`config.mk`:
```
export PLATFORM = sky130hd
export DESIGN_NAME = pwm_motor_driver
export DESIGN_NICKNAME = d
export VERILOG_FILES = /design/src/rtl/pwm_motor_driver.sv
export SDC_FILE = /design/constraint.sdc
export NUM_CORES = 1
export LEC_CHECK = 0
export CAP_MARGIN = 20
export CORE_UTILIZATION = 57
export CTS_CLUSTER_SIZE = 16
export DETAILED_ROUTE_END_ITERATION = 6
export PLACE_DENSITY = 0.88
export SLEW_MARGIN = 20
export SYNTH_ARGS = -nofsm -noshare
export SYNTH_HDL_FRONTEND = slang
export SYNTH_SLANG_ARGS = --single-unit
```
`constraint.sdc`:
```
create_clock -name clk -period 4 [get_ports clk]
set_clock_uncertainty 0.2 [all_clocks]
set_input_delay 0.4 -clock clk [delete_from_list [all_inputs] [get_ports clk]]
set_output_delay 0.4 -clock clk [all_outputs]
set_load 0.1 [all_outputs]
```
`src/rtl/pwm_motor_driver.sv`:
```
// Two-motor PWM driver: command decode, dead-time on direction change, duty ramp and registered drive.
// Optional feature: define LINE_FOLLOW_EN to steer forward motion from the line detectors.
module pwm_motor_driver #(
  parameter int PWM_W       = 8,
  parameter int RAMP_STEP   = 16,
  parameter int RAMP_DIV    = 4,
  parameter int DEAD_CYCLES = 8
) (
  input  logic             clk,
  input  logic             rst_n,
  input  logic             fwd_in,
  input  logic             bwd_in,
  input  logic             left_in,
  input  logic             right_in,
  input  logic             stop_in,
  input  logic [PWM_W-1:0] speed_in,
  input  logic             ld_left,
  input  logic             ld_right,
  output logic [3:0]       m1_out,
  output logic [3:0]       m2_out,
  output logic [2:0]       state,
  output logic [PWM_W-1:0] duty
);

  localparam int PS_W = (RAMP_DIV > 1) ? $clog2(RAMP_DIV) : 1;
  localparam int DC_W = $clog2(DEAD_CYCLES + 1);

  localparam logic [PS_W-1:0]  PS_LAST   = PS_W'(RAMP_DIV - 1);
  localparam logic [PS_W-1:0]  PS_ONE    = PS_W'(1);
  localparam logic [DC_W-1:0]  DC_LOAD   = DC_W'(DEAD_CYCLES);
  localparam logic [DC_W-1:0]  DC_ONE    = DC_W'(1);
  localparam logic [PWM_W-1:0] PWM_ONE   = PWM_W'(1);
  localparam logic [PWM_W:0]   RAMP_INCR = (PWM_W+1)'(RAMP_STEP);

  typedef enum logic [2:0] {
    ST_STOP  = 3'd0,
    ST_FWD   = 3'd1,
    ST_BWD   = 3'd2,
    ST_LEFT  = 3'd3,
    ST_RIGHT = 3'd4,
    ST_DEAD  = 3'd5
  } state_t;

  state_t           r_state, w_state_nxt, w_req;
  logic [PWM_W-1:0] r_duty, w_duty_nxt;
  logic [PS_W-1:0]  r_presc, w_presc_nxt;
  logic [DC_W-1:0]  r_dead, w_dead_nxt;
  logic [PWM_W-1:0] r_pwm_cnt;
  logic [PWM_W:0]   w_ramp_sum;
  logic [3:0]       w_m1_pat, w_m2_pat;
  logic             w_pwm_on;

  // Request decode in fixed priority order
  always_comb begin
    w_req = ST_STOP;
    if (stop_in) begin
      w_req = ST_STOP;
    end else if (fwd_in) begin
`ifdef LINE_FOLLOW_EN
      if (ld_left) begin
        w_req = ST_RIGHT;
      end else if (ld_right) begin
        w_req = ST_LEFT;
      end else begin
        w_req = ST_FWD;
      end
`else
      w_req = ST_FWD;
`endif
    end else if (bwd_in) begin
      w_req = ST_BWD;
    end else if (right_in) begin
      w_req = ST_RIGHT;
    end else if (left_in) begin
      w_req = ST_LEFT;
    end else begin
      w_req = ST_STOP;
    end
  end

`ifndef LINE_FOLLOW_EN
  logic w_unused_ld;
  assign w_unused_ld = ld_left ^ ld_right;
`endif

  assign w_ramp_sum = {1'b0, r_duty} + RAMP_INCR;

  // Next state, duty ramp, prescaler and dead-time counter
  always_comb begin
    w_state_nxt = r_state;
    w_duty_nxt  = r_duty;
    w_presc_nxt = r_presc;
    w_dead_nxt  = r_dead;
    case (r_state)
      ST_STOP: begin
        w_state_nxt = w_req;
        w_duty_nxt  = '0;
        w_presc_nxt = '0;
        w_dead_nxt  = '0;
      end
      ST_FWD, ST_BWD, ST_LEFT, ST_RIGHT: begin
        if (w_req == ST_STOP) begin
          w_state_nxt = ST_STOP;
          w_duty_nxt  = '0;
          w_presc_nxt = '0;
        end else if (w_req != r_state) begin
          w_state_nxt = ST_DEAD;
          w_duty_nxt  = '0;
          w_presc_nxt = '0;
          w_dead_nxt  = DC_LOAD;
        end else if (speed_in < r_duty) begin
          w_duty_nxt = speed_in;
        end else if (r_presc == PS_LAST) begin
          w_presc_nxt = '0;
          // Wide sum so a step past all-ones still saturates at speed_in
          if (w_ramp_sum > {1'b0, speed_in}) begin
            w_duty_nxt = speed_in;
          end else begin
            w_duty_nxt = w_ramp_sum[PWM_W-1:0];
          end
        end else begin
          w_presc_nxt = r_presc + PS_ONE;
        end
      end
      ST_DEAD: begin
        if (w_req == ST_STOP) begin
          w_state_nxt = ST_STOP;
          w_duty_nxt  = '0;
          w_presc_nxt = '0;
          w_dead_nxt  = '0;
        end else if (r_dead <= DC_ONE) begin
          w_state_nxt = w_req;
          w_duty_nxt  = '0;
          w_presc_nxt = '0;
          w_dead_nxt  = '0;
        end else begin
          w_dead_nxt = r_dead - DC_ONE;
        end
      end
      default: begin
        w_state_nxt = ST_STOP;
        w_duty_nxt  = '0;
        w_presc_nxt = '0;
        w_dead_nxt  = '0;
      end
    endcase
  end

  // Bridge patterns per state; STOP, DEAD and undefined codes float both motors
  always_comb begin
    w_m1_pat = 4'b0000;
    w_m2_pat = 4'b0000;
    case (r_state)
      ST_FWD: begin
        w_m1_pat = 4'b0110;
        w_m2_pat = 4'b1001;
      end
      ST_BWD: begin
        w_m1_pat = 4'b1001;
        w_m2_pat = 4'b0110;
      end
      ST_LEFT: begin
        w_m1_pat = 4'b0000;
        w_m2_pat = 4'b1001;
      end
      ST_RIGHT: begin
        w_m1_pat = 4'b0110;
        w_m2_pat = 4'b0000;
      end
      default: begin
        w_m1_pat = 4'b0000;
        w_m2_pat = 4'b0000;
      end
    endcase
  end

  assign w_pwm_on = (r_pwm_cnt < r_duty);

  // State, duty, counters and gated motor outputs
  always_ff @(posedge clk or negedge rst_n) begin
    if (!rst_n) begin
      r_state   <= ST_STOP;
      r_duty    <= '0;
      r_presc   <= '0;
      r_dead    <= '0;
      r_pwm_cnt <= '0;
      m1_out    <= 4'b0000;
      m2_out    <= 4'b0000;
    end else begin
      r_state   <= w_state_nxt;
      r_duty    <= w_duty_nxt;
      r_presc   <= w_presc_nxt;
      r_dead    <= w_dead_nxt;
      r_pwm_cnt <= r_pwm_cnt + PWM_ONE;
      m1_out    <= w_m1_pat & {4{w_pwm_on}};
      m2_out    <= w_m2_pat & {4{w_pwm_on}};
    end
  end

  assign state = r_state;
  assign duty  = r_duty;

endmodule

```
# Word level (Yosys, flattened, before mapping)
# Cells that the tools add are included.
[totals] in_bits=17 elab_cells=71 output_inout_bits=19 reg_bits=33
[classes] n_addsub=4 magnitude_cmp=4 mux=32 n_reduce_logical=9 bitwise_logic=2 eq_ne=13
[op_table] op="8-bit 2-to-1 mux" n=7
[op_table] op="3-bit 2-to-1 mux" n=8
[op_table] op="4-bit case mux with 2 select lines" n=3
[op_table] op="8-bit less-than comparator" n=2
[op_table] op="4-bit 2-to-1 mux" n=4
[op_table] op="8-bit case mux with 2 select lines" n=1
[op_table] op="2-bit 2-to-1 mux" n=7
[op_table] op="8-bit by 5-bit adder with 9-bit output, second input constant" n=1
[op_table] op="9-bit by 8-bit > comparator with 1-bit output" n=1
[op_table] op="3-bit case mux with 3 select lines" n=1
[op_table] op="8-bit by 1-bit adder with 8-bit output, second input constant" n=1
[op_table] op="4-bit bitwise AND" n=2
[op_table] op="2-bit AND reduction" n=4
[op_table] op="3-bit by 2-bit == test with 1-bit output, second input constant" n=2
[op_table] op="3-bit == test, second input constant" n=2
[op_table] op="3-bit zero test" n=2
[op_table] op="3-bit inequality test, second input constant" n=2
[op_table] op="5-bit inequality test, second input constant" n=1
[op_table] op="4-bit by 1-bit <= comparator with 1-bit output, second input constant" n=1
[op_table] op="2-bit inequality test, second input constant" n=2
[op_table] op="4-bit inequality test, second input constant" n=1
[op_table] op="2-bit case mux with 2 select lines" n=1
[op_table] op="2-bit OR reduction" n=2
[op_table] op="4-bit OR reduction" n=1
[op_table] op="5 further kinds" n=5

# Depth between registers and ports, before layout
[depth] ltp_word=9 mapped_depth=9 ltp_nobuf=9

# Worst setup path after synthesis
# No wires, ideal clock.
[synth_path] kind="register to register" startpoint="register r_duty[6] (netlist: duty[6])" endpoint="register r_duty[6] (netlist: duty[6])" path_slack_ns=0.913 arrival_ns=2.755 path_buffers=0 setup_time_ns=0.132 t_required_ns=3.668 stages_incl_launch_ff=10 period_less_slack_ns=3.087 cell_sequence="dfrtp_1 -> nand3_1 -> xnor2_1 -> ha_1 -> nand3_1 -> nor4b_1 -> o21bai_1 -> o22ai_1 -> o221a_2 -> o22ai_1"
[synth_via] elab_chain_len=8 elab_cells_between_ends=11 cone_classes="add/sub: 1; order compare: 2; eq/ne: 1; mux: 6; reduce/logical: 1"
[synth_lines] item="start, declared" line_no="45" rtl="logic [PWM_W-1:0] r_duty, w_duty_nxt;"
[synth_lines] item="start signal, assigned" line_no="191" rtl="r_duty <= w_duty_nxt;"
[synth_lines] item="8-bit by 5-bit adder with 9-bit output" line_no="86" rtl="assign w_ramp_sum = {1'b0, r_duty} + RAMP_INCR;"
[synth_lines] item="9-bit by 8-bit > comparator with 1-bit output" line_no="116" rtl="if (w_ramp_sum > {1'b0, speed_in}) begin"
[synth_lines] item="8-bit 2-to-1 mux" line_no="116"
[synth_lines] item="8-bit 2-to-1 mux" line_no="113" rtl="end else if (r_presc == PS_LAST) begin"
[synth_lines] item="8-bit 2-to-1 mux" line_no="111" rtl="end else if (speed_in < r_duty) begin"
[synth_lines] item="8-bit 2-to-1 mux" line_no="106" rtl="end else if (w_req != r_state) begin"
[synth_lines] item="8-bit 2-to-1 mux" line_no="102" rtl="if (w_req == ST_STOP) begin"
[synth_lines] item="8-bit case mux with 2 select lines" line_no="94" rtl="case (r_state)"
# Several ways; a longest one is shown, not always the timed one. The select of a mux whose other input is x is not followed.
# A chain may end at the register's enable or synchronous reset.

# Worst setup path after layout
[layout_path] startpoint="register r_duty[6] (netlist: duty[6])" endpoint="register r_duty[4] (netlist: duty[4])"
# Same word-level chain as after synthesis.

==> impl_results.md <==
- Outcome: finished, final reports clean
- VDD IR max: roughly 0.36 mV
- Wl on met1: 1.96 mm
- Post-DP HPWL: ~3.2 mm
- Final Cycle Share: 73.1%
- Initial antenna violation count: 0
- Synthesized area: 0.00212 mm²
- Global route overflow: 0
- Final ANT Viol Nets: 0
- Number of diodes: 0
- Leading cell type in the layout, fill and taps excluded: clkdlybuf4s50_1
- Crit path cell chain: nand3_1 -> xnor2_1 -> ha_1 -> nand3_1 -> nor4b_1 -> o21bai_1 -> o22ai_1 -> mux2i_1 -> o22ai_1
- Largest area contributor in the netlist: dfrtp_1
- Setup Viol. Count Final: 0
- Arr. time, crit path: 2.87 ns
- Top FF cell, synth: dfrtp_1
- Met3 Wirelength: roughly 180 µm
- Area Growth Syn to Fin: 20.4%
- IO Port Bufs: 33
- Endpoints failing hold: 0
- Hold Crit Class: register to register
- Htree depth: 2
- Die span in y: 62.9 µm
- DRC: 0
- Minimum clock period: ~2.9 ns
- Top delay family on crit path: compound AO/OA/AOI/OAI gates
- Drt wl/cell: 13.7 µm
- Routed wire length: 4.15 mm
- Hold WS: ~0.28 ns
- Worst path required time: a little under 4 ns
- Cell count after synthesis: 222
- Syn Nets: around 270
- Crit path buf inv count: 0
- Synth cell types: 50
- CP Capture Type: register
- PwrDens: 397 mW/mm²
- Vias in the first global route: 1605
- Std-Cell Rows: 21
- Die X: 62.9 µm
- Gr usage total: a little under a quarter
- Leak: approximately 0.0011 µW
- Post-synthesis area per instance: 9.54 µm²
- # resized after CTS: 0
- Share of the synthesized area in the top cell type: 34.3%
- Rel. slew slack: 35.0%
- Clock latency on the worst-skew pair: 0.28 ns
- Largest net degree at the start of global routing: 30
- Ys Warns: 0
- Starting Density: 61.5%
- Crit Path Class: register to register
- Worst-Margin Slew: between 0.9 and 1 ns
- Root Buffer: clkbuf_8
- Inserted Clock Buffers: 5
- CTS tree: built
- Seq/Total Area, Yosys: ~34%
- Yosys reg bits: 29
- Largest cells by area after synthesis: dfrtp_1 (34%), ha_1 (17%), inv_1 (4.3%), xnor2_1 (4.1%), a21oi_1 (3.1%)
- # IOs: 36
- Clock sink count: 29
- Max incr delay on CP: 0.54 ns
- CTS Buffer Depth: 2
- DR top layer: met4
- Max-slew violation count: 0
- Max-Cap Viols: 0
- Crit-path max FO: 8
- Met2 WL: 1.97 mm
- Clock transition at path regs: 0.06 ns
- First-pass GRT wire length: between 7 and 8 mm
- Fmax: 342 MHz
- DR vias: 1742
- RSZ-0062 raised after global routing: false
- CTS Hold Buffers Added: 0
- Startpoint types: register
- EDFF count, synth: 0
- Setup_tns: 0 ns
- Drt initial violations: roughly 140
- Vias per cell: roughly 5.7
- Total design power: between 1000 and 1500 µW
- Worst path slowest cell: o22ai_1
- Asr flop ratio synth: 100%
- DIE AREA: approximately 0.004 mm²
- Placer Congestion: 0.841
- Drt first pass iters: 4
- Layout cell share with drive strength beyond 1: 6.61%
- Most frequent cells in the layout: clkdlybuf4s50_1 (33), dfrtp_1 (29), ha_1 (28)
- Core Box Area: ~0.0034 mm²
- Post-layout nets: 301
- Setup bufs post-CTS: 0
## cell type report
type                       instances  area [µm²]
tap                               46        57.6
fill                             254         892
multi-input combinational        161        1250
inverter                          24        90.1
timing repair buffer              35         345
sequential                        29         726
clock buffer                       8        80.1
## kinds of logic after synthesis
| group | share of synthesized area [%] |
|---|---|
| flip-flops | 34.3 |
| AND/OR/NAND/NOR | 14.8 |
| AO/OA/AOI/OAI | 20.0 |
| buffers and inverters | 6.62 |
| multiplexers | 2.36 |
| XOR/XNOR | 5.38 |
| adder cells (fa/ha/maj) | 16.5 |
## path summary, 6_finish.rpt
| path | from | depth (start not counted) | slack [ns] | endpoint |
|---|---|---|---|---|
| min in group asynchronous | rst_n | 2 | 0.30 | duty[7] |
| hold reg to reg | r_pwm_cnt[7] | 1 | 0.28 | r_pwm_cnt[7] |
| max in group asynchronous | rst_n | 2 | 3.03 | duty[3] |
| setup reg to reg | duty[6] | 9 | 1.07 | duty[4] |
| setup / recovery | duty[6] | 9 | 1.07 | duty[4] |
| hold / removal | r_pwm_cnt[7] | 1 | 0.28 | r_pwm_cnt[7] |
## cells in the mapped netlist, types with 2 or more instances
master,number
o22ai_1,5
nor2_1,11
nand4_1,2
nor2b_1,4
ha_1,28
o211ai_1,2
o31ai_1,3
a21oi_1,13
xnor2_1,10
nand3_1,9
nand2_1,11
a211oi_1,2
buf_4,5
nor4b_1,2
xor2_1,3
mux2i_1,5
nor3_1,5
inv_1,24
a21o_1,5
o21ai_0,5
clkbuf_1,2
nor3b_1,2
dfrtp_1,29
o21bai_1,2
o22a_1,2
a22o_1,6
nand2b_1,2
## per-layer routing
metal,up-vias,track usage (%)
li1,866,-
met3,6,5.47
met4,0,6.98
met2,43,35.2
met5,-,0
met1,827,32.7
## where the power goes
part	total (µW)	internal [µW]	leakage (µW)	switching, µW
Combinational	427	156	0.000720	271
Sequential	362	318	0.000386	44.0
Clock	224	123	0.0000395	101
Total	1010	597	0.00115	416
## stage by stage
stage	cell area, µm²	util [%]	setup WS, ns	cells
after floorplan	2120	-	0.913	222
after global placement	2470	71.8	1.09	295
after detailed placement	2470	71.8	1.04	295
after CTS	2550	74.1	1.13	303
after global routing	2550	74.1	0.886	303
final	2550	74.1	1.07	303
## state kept, by name, summed over array words and instances (netlist names)
signal     count
state          3
m1_out         2
duty           8
r_presc        2
r_pwm_cnt      8
m2_out         2
r_dead         4
(Power assumes the default switching activity.)
